File: config.mk
export PLATFORM = sky130hd
export DESIGN_NAME = fifo_wr_packer
export DESIGN_NICKNAME = d
export VERILOG_FILES = /design/src/rtl/fifo_wr_packer.sv
export SDC_FILE = /design/constraint.sdc
export NUM_CORES = 1
export LEC_CHECK = 0
export BUFFER_PORTS_ARGS = -buffer_cell sky130_fd_sc_hd__buf_4
export CAP_MARGIN = 20
export CORE_MARGIN = 2
export CORE_UTILIZATION = 30
export CTS_BUF_LIST = sky130_fd_sc_hd__clkbuf_4
export CTS_CLUSTER_DIAMETER = 60
export DETAILED_ROUTE_END_ITERATION = 10
export HOLD_SLACK_MARGIN = 0.12
export PLACE_DENSITY_LB_ADDON = 0.2
export SETUP_SLACK_MARGIN = 0.15
export SLEW_MARGIN = 20
export SYNTH_ARGS = -nofsm -noshare
export SYNTH_HDL_FRONTEND = slang
export SYNTH_SLANG_ARGS = --single-unit
File: constraint.sdc
create_clock -name wclk_i -period 2.2 [get_ports wclk_i]
set_clock_uncertainty 0.2 [all_clocks]
set_input_delay 0.33 -clock wclk_i [delete_from_list [all_inputs] [get_ports wclk_i]]
set_output_delay 0.33 -clock wclk_i [all_outputs]
set_load 0.05 [all_outputs]
File: src/rtl/fifo_wr_packer.sv
// Write-side front end for the async FIFO: packs a byte stream little-endian into
// WIDTH-bit words, with explicit/auto flush. Optional idle auto-flush: PACKER_TIMEOUT_EN.
module fifo_wr_packer #(
  parameter int unsigned WIDTH          = 32,
  parameter logic [7:0]  PAD_BYTE       = 8'h00,
  parameter int unsigned TIMEOUT_CYCLES = 64
) (
  input  logic                         wclk_i,
  input  logic                         rst_ni,
  input  logic [7:0]                   in_data_i,
  input  logic                         in_valid_i,
  output logic                         in_ready_o,
  input  logic                         flush_i,
  input  logic                         full_i,
  output logic                         we_o,
  output logic [WIDTH-1:0]             wdata_o,
  output logic [$clog2(WIDTH/8)-1:0]   byte_cnt_o,
  output logic                         flush_busy_o
);

  localparam int BYTES = int'(WIDTH / 8);
  localparam int CW    = $clog2(BYTES);

  if ((WIDTH % 8) != 0 || WIDTH < 16) begin : g_width_check
    $error("fifo_wr_packer: WIDTH must be a multiple of 8 and at least 16");
  end
  if (TIMEOUT_CYCLES < 2) begin : g_timeout_check
    $error("fifo_wr_packer: TIMEOUT_CYCLES must be at least 2");
  end

  logic [CW-1:0]    cnt_q, cnt_d;
  logic [WIDTH-1:0] acc_q, acc_d;
  logic [WIDTH-1:0] out_q, out_d;
  logic             out_vld_q, out_vld_d;
  logic             flush_pend_q, flush_pend_d;

  logic             drain, out_free, last_lane, accept, full_word;
  logic             flush_req, flush_exec, load, tmo_hit;
  logic [CW:0]      cnt_after;
  logic [WIDTH-1:0] acc_merged, word_padded;

  // The output register frees up in the same cycle the FIFO takes its word, so a
  // new word can load on the drain edge and the stream keeps 1 byte/cycle.
  assign drain      = out_vld_q & ~full_i;
  assign out_free   = ~out_vld_q | drain;
  assign last_lane  = (cnt_q == CW'(BYTES - 1));
  assign in_ready_o = ~last_lane | out_free;
  assign accept     = in_valid_i & in_ready_o;
  assign cnt_after  = {1'b0, cnt_q} + (CW + 1)'(accept);
  assign full_word  = accept & last_lane;

  assign flush_req  = flush_i | flush_pend_q;
  assign flush_exec = flush_req & ~full_word & (cnt_after != '0) & out_free;
  assign load       = full_word | flush_exec;

  always_comb begin
    acc_merged = acc_q;
    for (int i = 0; i < BYTES; i++) begin
      if (accept && (cnt_q == CW'(i))) acc_merged[8*i +: 8] = in_data_i;
    end
  end

  // Lanes beyond the (post-accept) count are padded; for a full word none are.
  always_comb begin
    word_padded = '0;
    for (int i = 0; i < BYTES; i++) begin
      word_padded[8*i +: 8] = ((CW + 1)'(i) < cnt_after) ? acc_merged[8*i +: 8] : PAD_BYTE;
    end
  end

  // NOTE: every signal gets its default before any branch, so no path leaves one
  // unassigned and no latch is inferred.
  always_comb begin
    cnt_d        = cnt_after[CW-1:0];
    acc_d        = acc_merged;
    out_d        = out_q;
    out_vld_d    = out_vld_q & ~drain;
    flush_pend_d = (flush_req | tmo_hit) & (cnt_after != '0);
    if (load) begin
      cnt_d        = '0;
      acc_d        = '0;
      out_d        = word_padded;
      out_vld_d    = 1'b1;
      flush_pend_d = 1'b0;
    end
  end

  // NOTE: state registers use non-blocking assignments so every flop samples the
  // pre-edge values, independent of statement order. The data registers are reset
  // as well, so wdata_o reads 0 after reset instead of stale X.
  always_ff @(posedge wclk_i or negedge rst_ni) begin
    if (!rst_ni) begin
      cnt_q        <= '0;
      acc_q        <= '0;
      out_q        <= '0;
      out_vld_q    <= 1'b0;
      flush_pend_q <= 1'b0;
    end else begin
      cnt_q        <= cnt_d;
      acc_q        <= acc_d;
      out_q        <= out_d;
      out_vld_q    <= out_vld_d;
      flush_pend_q <= flush_pend_d;
    end
  end

`ifdef PACKER_TIMEOUT_EN
  localparam int TW = $clog2(TIMEOUT_CYCLES);
  logic [TW-1:0] tmo_q;

  // The timeout raises a pending flush; the flush itself executes a cycle later.
  assign tmo_hit = (cnt_q != '0) & ~accept & (tmo_q == TW'(TIMEOUT_CYCLES - 1));

  always_ff @(posedge wclk_i or negedge rst_ni) begin
    if (!rst_ni) begin
      tmo_q <= '0;
    end else if ((cnt_q == '0) || accept || tmo_hit) begin
      tmo_q <= '0;
    end else begin
      tmo_q <= tmo_q + 1'b1;
    end
  end
`else
  assign tmo_hit = 1'b0;
`endif

  assign we_o         = out_vld_q;
  assign wdata_o      = out_q;
  assign byte_cnt_o   = cnt_q;
  assign flush_busy_o = flush_pend_q;

  a_hold_stable : assert property (@(posedge wclk_i) disable iff (!rst_ni)
    (we_o && full_i) |=> (we_o && $stable(wdata_o)));

  a_flush_needs_data : assert property (@(posedge wclk_i) disable iff (!rst_ni)
    flush_busy_o |-> (byte_cnt_o != '0));

endmodule

# == Word-level counts from Yosys, hierarchy flattened ==
# Index checks and enable logic that the tools add are counted.
# word_totals
out_inout_bits,37
register_bits,68
# classes
n_mux,12
eq_ne,3
bitwise_logic,17
n_reduce_logical,6
magnitude_cmp,4
add_sub_neg,1
# ops
cell,count
8-bit 2-to-1 mux,8
32-bit 2-to-1 mux,1
1-bit bitwise AND,8
1-bit by 3-bit less-than comparator with 1-bit output (first input constant),2
2-bit by 3-bit less-than comparator with 1-bit output (first input constant),2
1-bit NOT,5
2-bit == test (second input constant),2
1-bit logical AND,4
1-bit bitwise OR,4
2-bit by 1-bit adder with 3-bit output,1
3-bit nonzero test,1
2-bit by 1-bit == test with 1-bit output (second input constant),1
2-bit logical NOT,1
1-bit 2-to-1 mux,2
2-bit 2-to-1 mux,1

# == Logic depth before layout (Yosys ltp) ==
# Gate-level depths: netlist of run 1.
# depth
depth_word,12
depth_mapped,12

# == Worst setup path before layout of run 1 ==
# OpenSTA, ideal clock, no wires.
# synth_timing
path_type,reg-to-reg
startpoint,"register out_vld_q, in the netlist we_o"
endpoint,"register out_q[10], in the netlist wdata_o[10]"
arrival_ns,3.035
setup_slack_ns,-1.130
stages_incl_launch_ff,13
setup_time_ns,0.095
path_buffers,2
path_cell_list,dfrtp_1 -> and2_1 -> nand3_1 -> and2_1 -> ha_1 -> inv_1 -> ha_1 -> o32ai_4 -> a21o_1 -> buf_4 -> buf_4 -> nand2_1 -> o31ai_1
# synth_via
elab_chain_cells,10
elab_cells_between_ends,17
classes_between,1 x add/sub; 1 x order compare; 2 x mux; 11 x bitwise; 2 x reduce/logical
# synth_lines
item,line,text
start: declaration,34,"logic out_vld_q, out_vld_d;"
start signal: assignment,102,out_vld_q <= out_vld_d;
1-bit bitwise AND or 1-bit NOT (tied branches),"44, 45",
1-bit bitwise OR (*),45,assign out_free = ~out_vld_q | drain;
1-bit bitwise OR (*),47,assign in_ready_o = ~last_lane | out_free;
via in_ready_o,12,"output logic in_ready_o,"
1-bit bitwise AND (*),48,assign accept = in_valid_i & in_ready_o;
"parallel branches: the longest is 6 deep, another holds 2-bit by 1-bit adder with 3-bit output",n/a,
end signal: assignment,101,out_q <= out_d;
end: declaration,33,"logic [WIDTH-1:0] out_q, out_d;"
# Mark *: on every way through the listed nets, which the timed path passes.
# A chain may end at the register's enable or synchronous reset.

# == Final worst setup path of run 1 ==
# layout_timing
startpoint,"register out_vld_q, in the netlist we_o"
endpoint,"register out_q[15], in the netlist wdata_o[15]"
# layout_via
elab_chain_cells,10
elab_cells_between_ends,17
classes_between,1 x add/sub; 1 x order compare; 2 x mux; 11 x bitwise; 2 x reduce/logical
# layout_lines
item,line
1-bit bitwise AND or 1-bit NOT (tied branches),"44, 45"
1-bit bitwise OR (*),45
"parallel branches: the longest is 8 deep, another holds 2-bit by 1-bit adder with 3-bit output",n/a
# Mark *: on every way between the ends.

==> flow_summary.json, run 1 <==
{
  "post_synth_xor_area_fraction_pct": 0,
  "cap_viol_max_count": 0,
  "maxSlewViolCount": 0,
  "crit_family": "compound AO/OA/AOI/OAI gates",
  "root_buffer": "sky130_fd_sc_hd__clkbuf_4",
  "drive_above_1_share_pct": 42.2,
  "synth-edff-count": 0,
  "drt_first_iter_violations": 67,
  "fin_tns_setup_ps": -4290,
  "cts-htree-levels": 3,
  "pin_count_of_the_biggest_net_entering_global_routing": 48,
  "die_height_um": 99.2,
  "combinationalPowerShare_pct": 52.6,
  "initial_core_util_pct": 31.1,
  "cpMaxStageDelayCell": "sky130_fd_sc_hd__dfrtp_2",
  "detailed_place.area_sq_um": 3390,
  "syn_area_sq_um": 2720,
  "clockPowerShare_pct": 14.4,
  "final-hold-violation-count": 0,
  "antenna_found_initial": 0,
  "combinational_family_with_the_most_area_after_synthesis": "simple AND/OR/NAND/NOR gates",
  "regToRegEndpoint": "wdata_o[15]$_DFFE_PN0P_",
  "synthesis.area_per_instance_sq_um": 11.6,
  "routedWlPerCell_um": 15.8,
  "first_pass_iters": 5,
  "top_layer": "met4",
  "worst_hold_slack_ps": 152,
  "boundaryPins": 50,
  "synth.area.mux_share_pct": 11.8,
  "antenna_cells_inserted": 0,
  "placement_rows": 34,
  "synth_top_cell_area_share_pct": 62.5,
  "postRouteWirelength_mm": 6.81,
  "critical_path.reg2reg.startpoint": "we_o$_DFF_PN0_",
  "total_cts_buffers": 9,
  "wl_met2_mm": 3.16,
  "cp.arrival_ps": 2410,
  "cts_tree": "done",
  "synth-seq-area-share_pct": 62.5,
  "critPathMaxFanout": 11,
  "cp_slowest_stage_delay_ps": 420,
  "crit_path_end_kind": "flip-flop",
  "groute.usage.overall_pct": 14.8,
  "synth_fp_nets": 250,
  "timing.critical_path.buf_inv": 2,
  "post_synthesis_instance_total": 234,
  "setup_viol_count_final": 67,
  "crit_chain": "and2_4, nand3_4, and2_4, ha_4, inv_2, ha_4, o32ai_4, a21o_4, buf_8, nand2_1, o31ai_2",
  "layout.cell_area.non_filler_sq_um": 3890,
  "area_growth_from_synthesis_to_layout_pct": 42.8,
  "netSwitchingFraction_pct": 45.0,
  "synth_seq_cells": 68,
  "numClockSinks": 68,
  "failed_checks": "negative setup slack",
  "detail_route.vias_per_cell": 4.62,
  "run_status": "finished, violations left",
  "reg2regPathDepth": 11,
  "grt_first_pass_wirelength_mm": 11.0,
  "synth-main-ff-cell": "sky130_fd_sc_hd__dfrtp_1",
  "numPortBuffers": 49,
  "drtAntennaViolNets": 0,
  "route.vias.total": 1986,
  "worstSetupStartpoint": "we_o$_DFF_PN0_",
  "total_switching_power_mw": 2.46,
  "routabilityCongestion": 0.751,
  "die_width_um": 99.2,
  "first_global_vias": 2026,
  "synthMostInstantiatedCell": "sky130_fd_sc_hd__dfrtp_1",
  "worst_slew_margin_rel_pct": 73.5,
  "met1Wirelength_mm": 3.26,
  "routed-wl-met3_um": 283,
  "synth_fa_ha_area_share_pct": 1.38,
  "power.share.sequential_pct": 33.1,
  "globalRoute.totalOverflow": 0,
  "post_synth_main_area_contributors": "sky130_fd_sc_hd__dfrtp_1 (63%), sky130_fd_sc_hd__mux2i_1 (12%), sky130_fd_sc_hd__nand2_1 (5.0%)",
  "power-per-cell-area_nw_per_um2": 1410,
  "worst_hold_path_type": "in -> async",
  "placeableCoreArea_sq_um": 8760,
  "detailed_place_hpwl_mm": 4.52,
  "post-synth-top-area-cell": "sky130_fd_sc_hd__dfrtp_1",
  "worst-setup-path-type": "reg -> reg",
  "least_margin_pin_slew_ps": 387,
  "rrSetupSlack_ps": -100,
  "worst_ep_required_time_ps": 2310,
  "p_int_mw": 3.02,
  "number_of_distinct_library_cells_after_synthesis": 24,
  "synth_simple_gate_area_share_pct": 12.8,
  "setup_repair_after_global_routing_missed_its_margin": "yes",
  "full_die_area_sq_um": 9850,
  "period_share_pct": 105,
  "drcViolationCount": 0,
  "leakagePower_nw": 2.00,
  "ctsLongestPathBuffers": 2,
  "finalCoreUtilization_pct": 44.3,
  "max_clock_freq_mhz": 435,
  "ranking_of_synthesized_cells_by_instance_count": "sky130_fd_sc_hd__dfrtp_1 (68), sky130_fd_sc_hd__nand2_1 (36), sky130_fd_sc_hd__mux2i_1 (32), sky130_fd_sc_hd__nor2_1 (26), sky130_fd_sc_hd__o21ai_0 (13)",
  "peak_supply_drop_mv": 0.678,
  "worstSetupStartpointType": "flip-flop",
  "path_depth": 11,
  "num-nets-final": 333,
  "clk-insertion-delay-late_ps": 400,
  "clk_pin_slew_ps": 110,
  "synth_area_in_compound_gates_pct": 8.74,
  "synth.yosys.warnings": 0,
  "post-route-worst-setup-slack_ps": -99.2,
  "async_flop_share_pct": 100,
  "post-route-min-period_ps": 2300
}
cells in the final DEF (no fill, tap or decap), types with 2 or more instances in the layout:
master                          synthesis  final
sky130_fd_sc_hd__a21o_4                 0      2
sky130_fd_sc_hd__and2_1                 7      4
sky130_fd_sc_hd__and2_4                 0      3
sky130_fd_sc_hd__and3_4                 0      3
sky130_fd_sc_hd__buf_12                 0      3
sky130_fd_sc_hd__buf_4                  4     65
sky130_fd_sc_hd__buf_6                  0      3
sky130_fd_sc_hd__buf_8                  0      2
sky130_fd_sc_hd__clkbuf_4               0     10
sky130_fd_sc_hd__clkinv_1               0      2
sky130_fd_sc_hd__clkinv_2               0      2
sky130_fd_sc_hd__dfrtp_1               68     65
sky130_fd_sc_hd__dfrtp_2                0      3
sky130_fd_sc_hd__dlygate4sd3_1          0     10
sky130_fd_sc_hd__ha_4                   0      2
sky130_fd_sc_hd__inv_1                  3      2
sky130_fd_sc_hd__mux2i_1               32     32
sky130_fd_sc_hd__nand2_1               36     24
sky130_fd_sc_hd__nand2_2                0      6
sky130_fd_sc_hd__nand2_4                0      6
sky130_fd_sc_hd__nor2_1                26     26
sky130_fd_sc_hd__o21ai_1               11     12
sky130_fd_sc_hd__o21ai_2                0     12
sky130_fd_sc_hd__o31ai_1                8      3
sky130_fd_sc_hd__o31ai_2                0      2
sky130_fd_sc_hd__o31ai_4                0      3
power groups by stage:
| stage | Clock (mW) | Sequential [mW] | Combinational [mW] |
|---|---|---|---|
| floorplan | 0 | 2.53 | 0.957 |
| global placement | 0 | 1.81 | 2.46 |
| global route | 0.877 | 1.86 | 3.07 |
| CTS | 0.808 | 1.81 | 2.77 |
| finish | 0.787 | 1.81 | 2.88 |
| detailed placement | 0 | 1.82 | 2.47 |
flip-flops by register name (all words and copies together) (netlist names):
| register | cells |
|---|---|
| byte_cnt_o | 2 |
| acc_q | 32 |
| we_o | 1 |
| wdata_o | 32 |
| flush_busy_o | 1 |
repair_timing:
action,CTS,global route
resized for setup,33,24
buffers inserted,1,2
endpoints found under the hold margin,114,0
cloned,1,0
setup endpoints to repair,67,67
hold buffers,10,0
pin swaps,13,10
logic make-up after synthesis:
family / after synthesis
AOI/OAI and AO/OA: 37
adders and majority gates: 3
buffers and inverters: 14
DFF: 68
muxes: 32
and+or+nand+nor: 80
area by class of cell:
class | instances | area [sq um]
fill | 857 | 4880
sequential | 68 | 1710
multi-input combinational | 152 | 1190
timing repair buffer | 83 | 712
tap | 108 | 135
clock buffer | 10 | 75.1
clock inverter | 6 | 55.1
inverter | 3 | 11.3
metrics by stage:
| stage | cells | worst slack, ps | power, mW |
|---|---|---|---|
| global route | 430 | -200 | 5.81 |
| detailed placement | 400 | -160 | 4.29 |
| finish | 430 | -99.2 | 5.48 |
| floorplan | 234 | -411 | 3.49 |
| CTS | 428 | -97.4 | 5.39 |
| global placement | 400 | -89.1 | 4.27 |
worst max path at each step:
| stage | endpoint |
|---|---|
| floorplan | wdata_o[10]$_DFFE_PN0P_ |
| global placement | wdata_o[21]$_DFFE_PN0P_ |
| detailed placement | wdata_o[31]$_DFFE_PN0P_ |
| CTS | wdata_o[31]$_DFFE_PN0P_ |
| global route | wdata_o[20]$_DFFE_PN0P_ |
| finish | wdata_o[15]$_DFFE_PN0P_ |
metal layers:
metal,vias to the layer above,global-route usage (%)
met1,973,21.1
met3,10,3.09
met4,0,5.69
met2,44,22.2
li1,959,-
met5,-,0
Power figures use the tool's default switching activity.
==> run 2: changes to the inputs <==
--- a/config.mk
+++ b/config.mk
@@ -5,6 +5,7 @@
 export SDC_FILE = /design/constraint.sdc
 export NUM_CORES = 1
 export LEC_CHECK = 0
+export ABC_CLOCK_PERIOD_IN_PS = 2400
 export BUFFER_PORTS_ARGS = -buffer_cell sky130_fd_sc_hd__buf_4
 export CAP_MARGIN = 20
 export CORE_MARGIN = 2
==> constraint.sdc (replaced) <==
create_clock -name wclk_i -period 2.4 [get_ports wclk_i]
set_clock_uncertainty 0.2 [all_clocks]
set_input_delay 0.36 -clock wclk_i [delete_from_list [all_inputs] [get_ports wclk_i]]
set_output_delay 0.36 -clock wclk_i [all_outputs]
set_load 0.05 [all_outputs]
==> run 2 against run 1 <==
  * The flow now finishes without violations
  * First-iteration DRC count decreased by 16%
  * Die area unchanged
  * Register-to-register slack improved by 220 ps
  * Flip-flop and latch count unchanged
  * Global-route usage decreased by 0.16 points
  * Sequential power decreased by 9%
  * Via count decreased by 0.20%
  * Clock-buffer cell count unchanged
  * Utilization decreased by 2.2 points
  * Worst setup slack improved by 220 ps
  * Routed wire length decreased by 1.7%
  * Clock power increased by 19%
  * Largest cell class unchanged
  * Largest power group unchanged
  * Highest routed layer unchanged
==> flow_summary.json, run 2 (synthesized netlist as in run 1, its figures left out) <==
{
  "hold_crit_endpoint": "flush_busy_o$_DFF_PN0_",
  "power-per-cell-area_nw_per_um2": 1330,
  "regArea_sq_um": 1710,
  "layout.cells.most_common": "sky130_fd_sc_hd__dfrtp_1",
  "drive_above_1_share_pct": 32.1,
  "detail_route.vias_per_cell": 4.69,
  "least_margin_pin_slew_ps": 625,
  "groute.usage.overall_pct": 14.6,
  "first_global_vias": 2018,
  "maxSlewViolCount": 0,
  "antenna_found_initial": 0,
  "worst_ep_required_time_ps": 2520,
  "routedWlPerCell_um": 15.8,
  "period_share_pct": 95.1,
  "worst_slew_margin_rel_pct": 58.4,
  "root_buffer": "sky130_fd_sc_hd__clkbuf_4",
  "max_clock_freq_mhz": 438,
  "min_from": "flush_i",
  "routabilityCongestion": 0.744,
  "layout.cell_area.non_filler_sq_um": 3690,
  "cp_slowest_stage_delay_ps": 410,
  "initial_core_util_pct": 31.1,
  "multi_input_area_sq_um": 1040,
  "worstSetupStartpointType": "flip-flop",
  "globalRoute.totalOverflow": 0,
  "total_cts_buffers": 9,
  "postRouteWirelength_mm": 6.70,
  "first_pass_iters": 4,
  "route.vias.total": 1982,
  "numClockSinks": 68,
  "fillers": 870,
  "run_status": "finished clean",
  "die_height_um": 99.2,
  "antenna_cells_inserted": 0,
  "drcViolationCount": 0,
  "pin_count_of_the_biggest_net_entering_global_routing": 46,
  "setup_repair_after_global_routing_missed_its_margin": "yes",
  "drtAntennaViolNets": 0,
  "placement_rows": 34,
  "hold-path-cell-count": 4,
  "cp.arrival_ps": 2410,
  "clk-insertion-delay-late_ps": 400,
  "num-nets-final": 326,
  "setup_viol_count_final": 0,
  "worst-setup-path-type": "reg -> reg",
  "critical_path.reg2reg.startpoint": "we_o$_DFF_PN0_",
  "area_growth_from_synthesis_to_layout_pct": 35.7,
  "cpMaxStageDelayCell": "sky130_fd_sc_hd__dfrtp_2",
  "die_width_um": 99.2,
  "crit_chain": "and2_4, nand3_4, and2_4, ha_4, inv_2, ha_4, o32ai_4, a21o_4, buf_8, nand2_1, o21ai_1",
  "clk_pin_slew_ps": 110,
  "fin_tns_setup_ps": 0,
  "detailed_place_hpwl_mm": 4.50,
  "drt_first_iter_violations": 56,
  "final-hold-violation-count": 0,
  "boundaryPins": 50,
  "post-route-min-period_ps": 2280,
  "grt_first_pass_wirelength_mm": 10.9,
  "full_die_area_sq_um": 9850,
  "detailed_place.area_sq_um": 3320,
  "cts-htree-levels": 3,
  "placeableCoreArea_sq_um": 8760,
  "critPathMaxFanout": 13,
  "cap_viol_max_count": 0,
  "cts_tree": "done",
  "layout_common_cells": "sky130_fd_sc_hd__dfrtp_1 (65), sky130_fd_sc_hd__buf_4 (61), sky130_fd_sc_hd__nand2_1 (34), sky130_fd_sc_hd__mux2i_1 (32), sky130_fd_sc_hd__nor2_1 (26)",
  "worst_hold_path_type": "in -> reg",
  "ctsLongestPathBuffers": 2,
  "rrSetupSlack_ps": 120,
  "crit_path_end_kind": "flip-flop",
  "leakagePower_nw": 1.92,
  "regToRegEndpoint": "wdata_o[25]$_DFFE_PN0P_",
  "numPortBuffers": 49,
  "worst_hold_slack_ps": 208,
  "peak_supply_drop_mv": 0.549,
  "reg2regPathDepth": 11
}
[run 2: changes by cell type in the layout (fill, tap and decap cells not counted), sizes merged]
cell,previous run,this run
clkinv,4,3
buf,73,66
clkinvlp,1,0
bufinv,1,3
[run 2: report_power, final]
| group | switching [mW] | internal [mW] | total, mW | leakage, nW |
|---|---|---|---|---|
| Clock | 0.404 | 0.532 | 0.935 | 0.0955 |
| Combinational | 1.52 | 0.819 | 2.34 | 0.899 |
| Sequential | 0.167 | 1.48 | 1.65 | 0.921 |
| Total | 2.09 | 2.83 | 4.93 | 1.92 |
[run 2: worst max-delay path by stage]
| stage | startpoint | end | slack [ps] | depth (start not counted) |
|---|---|---|---|---|
| after floorplan | we_o$_DFF_PN0_ | wdata_o[10]$_DFFE_PN0P_ | -210 | 12 |
| after CTS | we_o$_DFF_PN0_ | wdata_o[31]$_DFFE_PN0P_ | 130 | 10 |
| after global routing | we_o$_DFF_PN0_ | wdata_o[25]$_DFFE_PN0P_ | 20 | 11 |
| final | we_o$_DFF_PN0_ | wdata_o[25]$_DFFE_PN0P_ | 120 | 11 |
| after global placement | full_i | wdata_o[19]$_DFFE_PN0P_ | 40 | 11 |
| after detailed placement | full_i | wdata_o[3]$_DFFE_PN0P_ | -0.9 | 12 |
[run 2: per-layer routing]
metal / wire, um / track usage, % / part of all wire (%)
met4: 109 / 6.32 / 1.6
met1: 3060 / 19.8 / 46
met5: 0 / 0 / 0
met2: 3230 / 22.9 / 48
met3: 298 / 3.02 / 4.4
[run 2: through the flow]
| step | utilization (%) | total power [mW] | setup WS [ps] | instances |
|---|---|---|---|---|
| finish | 42.1 | 4.93 | 117 | 423 |
| global route | 42.1 | 5.22 | 17.2 | 423 |
| CTS | 41.6 | 4.93 | 132 | 421 |
| detailed placement | 37.8 | 3.87 | -0.884 | 393 |
| global placement | 37.8 | 3.85 | 37.7 | 393 |
| floorplan | - | 3.20 | -211 | 234 |
[run 2: final cells by class]
type	count	area share [%]
Tap cell	108	3.66
Multi-Input combinational cell	152	28.1
Sequential cell	68	46.2
Clock inverter	6	2.78
Clock buffer	10	2.03
Inverter	3	0.305
Timing Repair Buffer	76	16.9
[run 2: worst max-delay path, delay by kind of cell, from the launching register on]
kind | cells | cell delay (ps)
compound gates | 3 | 600
simple gates | 4 | 440
flops | 1 | 410
fa+ha+maj | 2 | 340
buf+inv | 2 | 200
[run 2: what timing repair did]
| action | CTS | global route |
|---|---|---|
| pin swaps | 1 | 2 |
| cloned | 1 | 0 |
| endpoints found under the setup margin | 43 | 66 |
| buffers inserted | 1 | 2 |
| endpoints found under the hold margin | 79 | 0 |
| resized for setup | 11 | 6 |
| hold buffers | 10 | 0 |
==> run 3: changes to the inputs <==
--- a/config.mk
+++ b/config.mk
@@ -13,8 +13,10 @@
 export CTS_BUF_LIST = sky130_fd_sc_hd__clkbuf_4
 export CTS_CLUSTER_DIAMETER = 60
 export DETAILED_ROUTE_END_ITERATION = 10
+export GPL_TIMING_DRIVEN = 0
 export HOLD_SLACK_MARGIN = 0.12
 export PLACE_DENSITY_LB_ADDON = 0.2
+export RECOVER_POWER = 100
 export SETUP_SLACK_MARGIN = 0.15
 export SLEW_MARGIN = 20
 export SYNTH_ARGS = -nofsm -noshare
==> run 3 against run 2 <==
  * Non-clock buffer count rose by 15
  * Flip-flop and latch count did not move
  * Critical endpoint is now wdata_o[0]$_DFFE_PN0P_
  * First-iteration DRC count is 36% higher
  * Largest power group unchanged
  * Critical path depth grew 1
  * Clock-buffer cell count down 1
  * Routed wire length is 5.4% higher
  * Sequential share of layout area is 1.3 points lower
  * Register-to-register slack got worse by 130 ps
  * The flow now finishes with violations (max-capacitance violations, max-slew violations, negative setup slack)
  * Total power up 2.1%
==> flow_summary.json, run 3 (synthesized netlist as in run 1, its figures left out) <==
{
  "setup_repair_after_global_routing_missed_its_margin": "yes",
  "worst_ep_required_time_ps": 2550,
  "worstSetupStartpointType": "flip-flop",
  "numPortBuffers": 49,
  "crit_chain": "and2_4, nand3_4, and2_4, ha_4, inv_2, ha_4, o32ai_4, a21o_1, buf_6, buf_12, a21o_4, o21ai_1",
  "total_cts_buffers": 9,
  "routedWlPerCell_um": 16.1,
  "total_switching_power_mw": 2.31,
  "final-hold-violation-count": 0,
  "worst-setup-path-type": "reg -> reg",
  "timing.critical_path.buf_inv": 3,
  "drcViolationCount": 0,
  "layout.cells.most_common": "sky130_fd_sc_hd__dfrtp_1",
  "total_power_of_the_final_layout_mw": 5.03,
  "route.vias.total": 2043,
  "cts_tree": "done",
  "antenna_found_initial": 0,
  "die_width_um": 99.2,
  "least_margin_pin_slew_ps": 1540,
  "grtUsageMet3_pct": 3.94,
  "root_buffer": "sky130_fd_sc_hd__clkbuf_4",
  "worst_slew_margin_rel_pct": -3.00,
  "failed_checks": "max-capacitance violations, max-slew violations, negative setup slack",
  "groute.usage.overall_pct": 15.3,
  "initial_core_util_pct": 31.1,
  "globalRouteMet1Util_pct": 20.6,
  "power.share.sequential_pct": 33.3,
  "grt.met2_usage_pct": 23.4,
  "layout_common_cells": "sky130_fd_sc_hd__dfrtp_1 (65), sky130_fd_sc_hd__clkbuf_1 (34), sky130_fd_sc_hd__mux2i_1 (32), sky130_fd_sc_hd__buf_4 (27), sky130_fd_sc_hd__nor2_1 (26)",
  "drive_above_1_share_pct": 32.4,
  "netSwitchingFraction_pct": 45.9,
  "cap_viol_max_count": 1,
  "drt_first_iter_violations": 76,
  "layoutNonFillerInstCount": 438,
  "placement_rows": 34,
  "cp.arrival_ps": 2570,
  "pin_count_of_the_biggest_net_entering_global_routing": 69,
  "leakagePower_nw": 1.90,
  "detailed_place_hpwl_mm": 4.36,
  "maxSlewViolCount": 69,
  "regToRegEndpoint": "wdata_o[0]$_DFFE_PN0P_",
  "run_status": "finished, violations left",
  "cp_slowest_stage_delay_ps": 410,
  "global_route.peak_usage_layer": "met2",
  "fillers": 864,
  "placeableCoreArea_sq_um": 8760,
  "routabilityCongestion": 0.721,
  "full_die_area_sq_um": 9850,
  "clockPowerShare_pct": 12.1,
  "globalRoute.totalOverflow": 0,
  "postRouteWirelength_mm": 7.06,
  "clk-insertion-delay-late_ps": 430,
  "post-route-worst-setup-slack_ps": -12.6,
  "hold-path-cell-count": 4,
  "critical_path.reg2reg.startpoint": "we_o$_DFF_PN0_",
  "reg2regPathDepth": 12,
  "max_clock_freq_mhz": 414,
  "numClockSinks": 68,
  "boundaryPins": 50,
  "area_growth_from_synthesis_to_layout_pct": 39.5,
  "placed_cells": 391,
  "min_from": "flush_i",
  "drtAntennaViolNets": 0,
  "die_height_um": 99.2,
  "finalCoreUtilization_pct": 43.3,
  "worst_hold_path_type": "in -> reg",
  "crit_path_end_kind": "flip-flop",
  "first_pass_iters": 5,
  "critPathMaxFanout": 8,
  "post-route-min-period_ps": 2410,
  "detail_route.vias_per_cell": 4.66,
  "power-per-cell-area_nw_per_um2": 1320,
  "setup_viol_count_final": 4,
  "crit_family": "compound AO/OA/AOI/OAI gates",
  "grt_first_pass_wirelength_mm": 11.3,
  "antenna_cells_inserted": 0,
  "fin_tns_setup_ps": -30.2,
  "num-nets-final": 341,
  "p_int_mw": 2.72,
  "rrSetupSlack_ps": -10,
  "first_global_vias": 2093,
  "ctsLongestPathBuffers": 2,
  "period_share_pct": 101,
  "clk_pin_slew_ps": 110,
  "combinationalPowerShare_pct": 54.6,
  "hold_crit_endpoint": "flush_busy_o$_DFF_PN0_",
  "peak_supply_drop_mv": 0.362,
  "cts-htree-levels": 3,
  "cpMaxStageDelayCell": "sky130_fd_sc_hd__dfrtp_2"
}
run 3: worst max path at each step:
stage                               from                 endpoint  slack (ps)  cells past startpoint
after floorplan           we_o$_DFF_PN0_  wdata_o[10]$_DFFE_PN0P_        -210                     12
after global placement            full_i  wdata_o[16]$_DFFE_PN0P_        -280                     11
after detailed placement          full_i  wdata_o[16]$_DFFE_PN0P_        -270                     11
after CTS                 we_o$_DFF_PN0_   wdata_o[3]$_DFFE_PN0P_         -50                     12
after global routing      we_o$_DFF_PN0_   wdata_o[6]$_DFFE_PN0P_        -120                     12
final                     we_o$_DFF_PN0_   wdata_o[0]$_DFFE_PN0P_         -10                     12
run 3: area by class of cell:
| cell class | count | area, sq um | share of cell area (%) |
|---|---|---|---|
| inverter | 3 | 11.3 | 0.297 |
| sequential | 68 | 1710 | 44.9 |
| buffer | 10 | 109 | 2.87 |
| clock buffer | 9 | 67.6 | 1.78 |
| tap | 108 | 135 | 3.56 |
| timing repair buffer | 81 | 596 | 15.7 |
| multi-input combinational | 152 | 1140 | 30.0 |
| clock inverter | 7 | 33.8 | 0.890 |
run 3: power by group through the flow:
stage,Sequential (mW),Clock (mW),Combinational [mW]
after floorplan,2.32,0,0.877
after global placement,1.69,0,2.16
after detailed placement,1.69,0,2.18
after CTS,1.68,0.629,2.70
after global routing,1.72,0.685,2.93
final,1.67,0.609,2.75
run 3: per-stage QoR:
stage	cell area (sq um)	hold slack, ps	worst slack (ps)
floorplan	2790	-136	-211
global placement	3300	268	-280
detailed placement	3300	271	-274
CTS	3780	167	-49.9
global route	3800	196	-118
finish	3800	201	-12.6
run 3: routing by layer:
| metal | part of all wire (%) | up-vias |
|---|---|---|
| met5 | 0 | - |
| met4 | 1.9 | 0 |
| met3 | 5.4 | 11 |
| met2 | 47 | 53 |
| met1 | 45 | 1002 |
| li1 | - | 977 |
run 3: worst reg2reg max path: stages, from the launching register on:
cell	delay (ps)
sky130_fd_sc_hd__dfrtp_2	410
sky130_fd_sc_hd__and2_4	170
sky130_fd_sc_hd__nand3_4	70
sky130_fd_sc_hd__and2_4	150
sky130_fd_sc_hd__ha_4	130
sky130_fd_sc_hd__inv_2	40
sky130_fd_sc_hd__ha_4	270
sky130_fd_sc_hd__o32ai_4	70
sky130_fd_sc_hd__a21o_1	190
sky130_fd_sc_hd__buf_6	140
sky130_fd_sc_hd__buf_12	140
sky130_fd_sc_hd__a21o_4	240
sky130_fd_sc_hd__o21ai_1	120
run 3: repair_timing:
action,in CTS,in global routing
hold buffers,10,0
cloned,4,0
endpoints found under the hold margin,112,0
setup endpoints to repair,58,67
buffers inserted,13,5
resized for setup,27,31
pin swaps,16,12
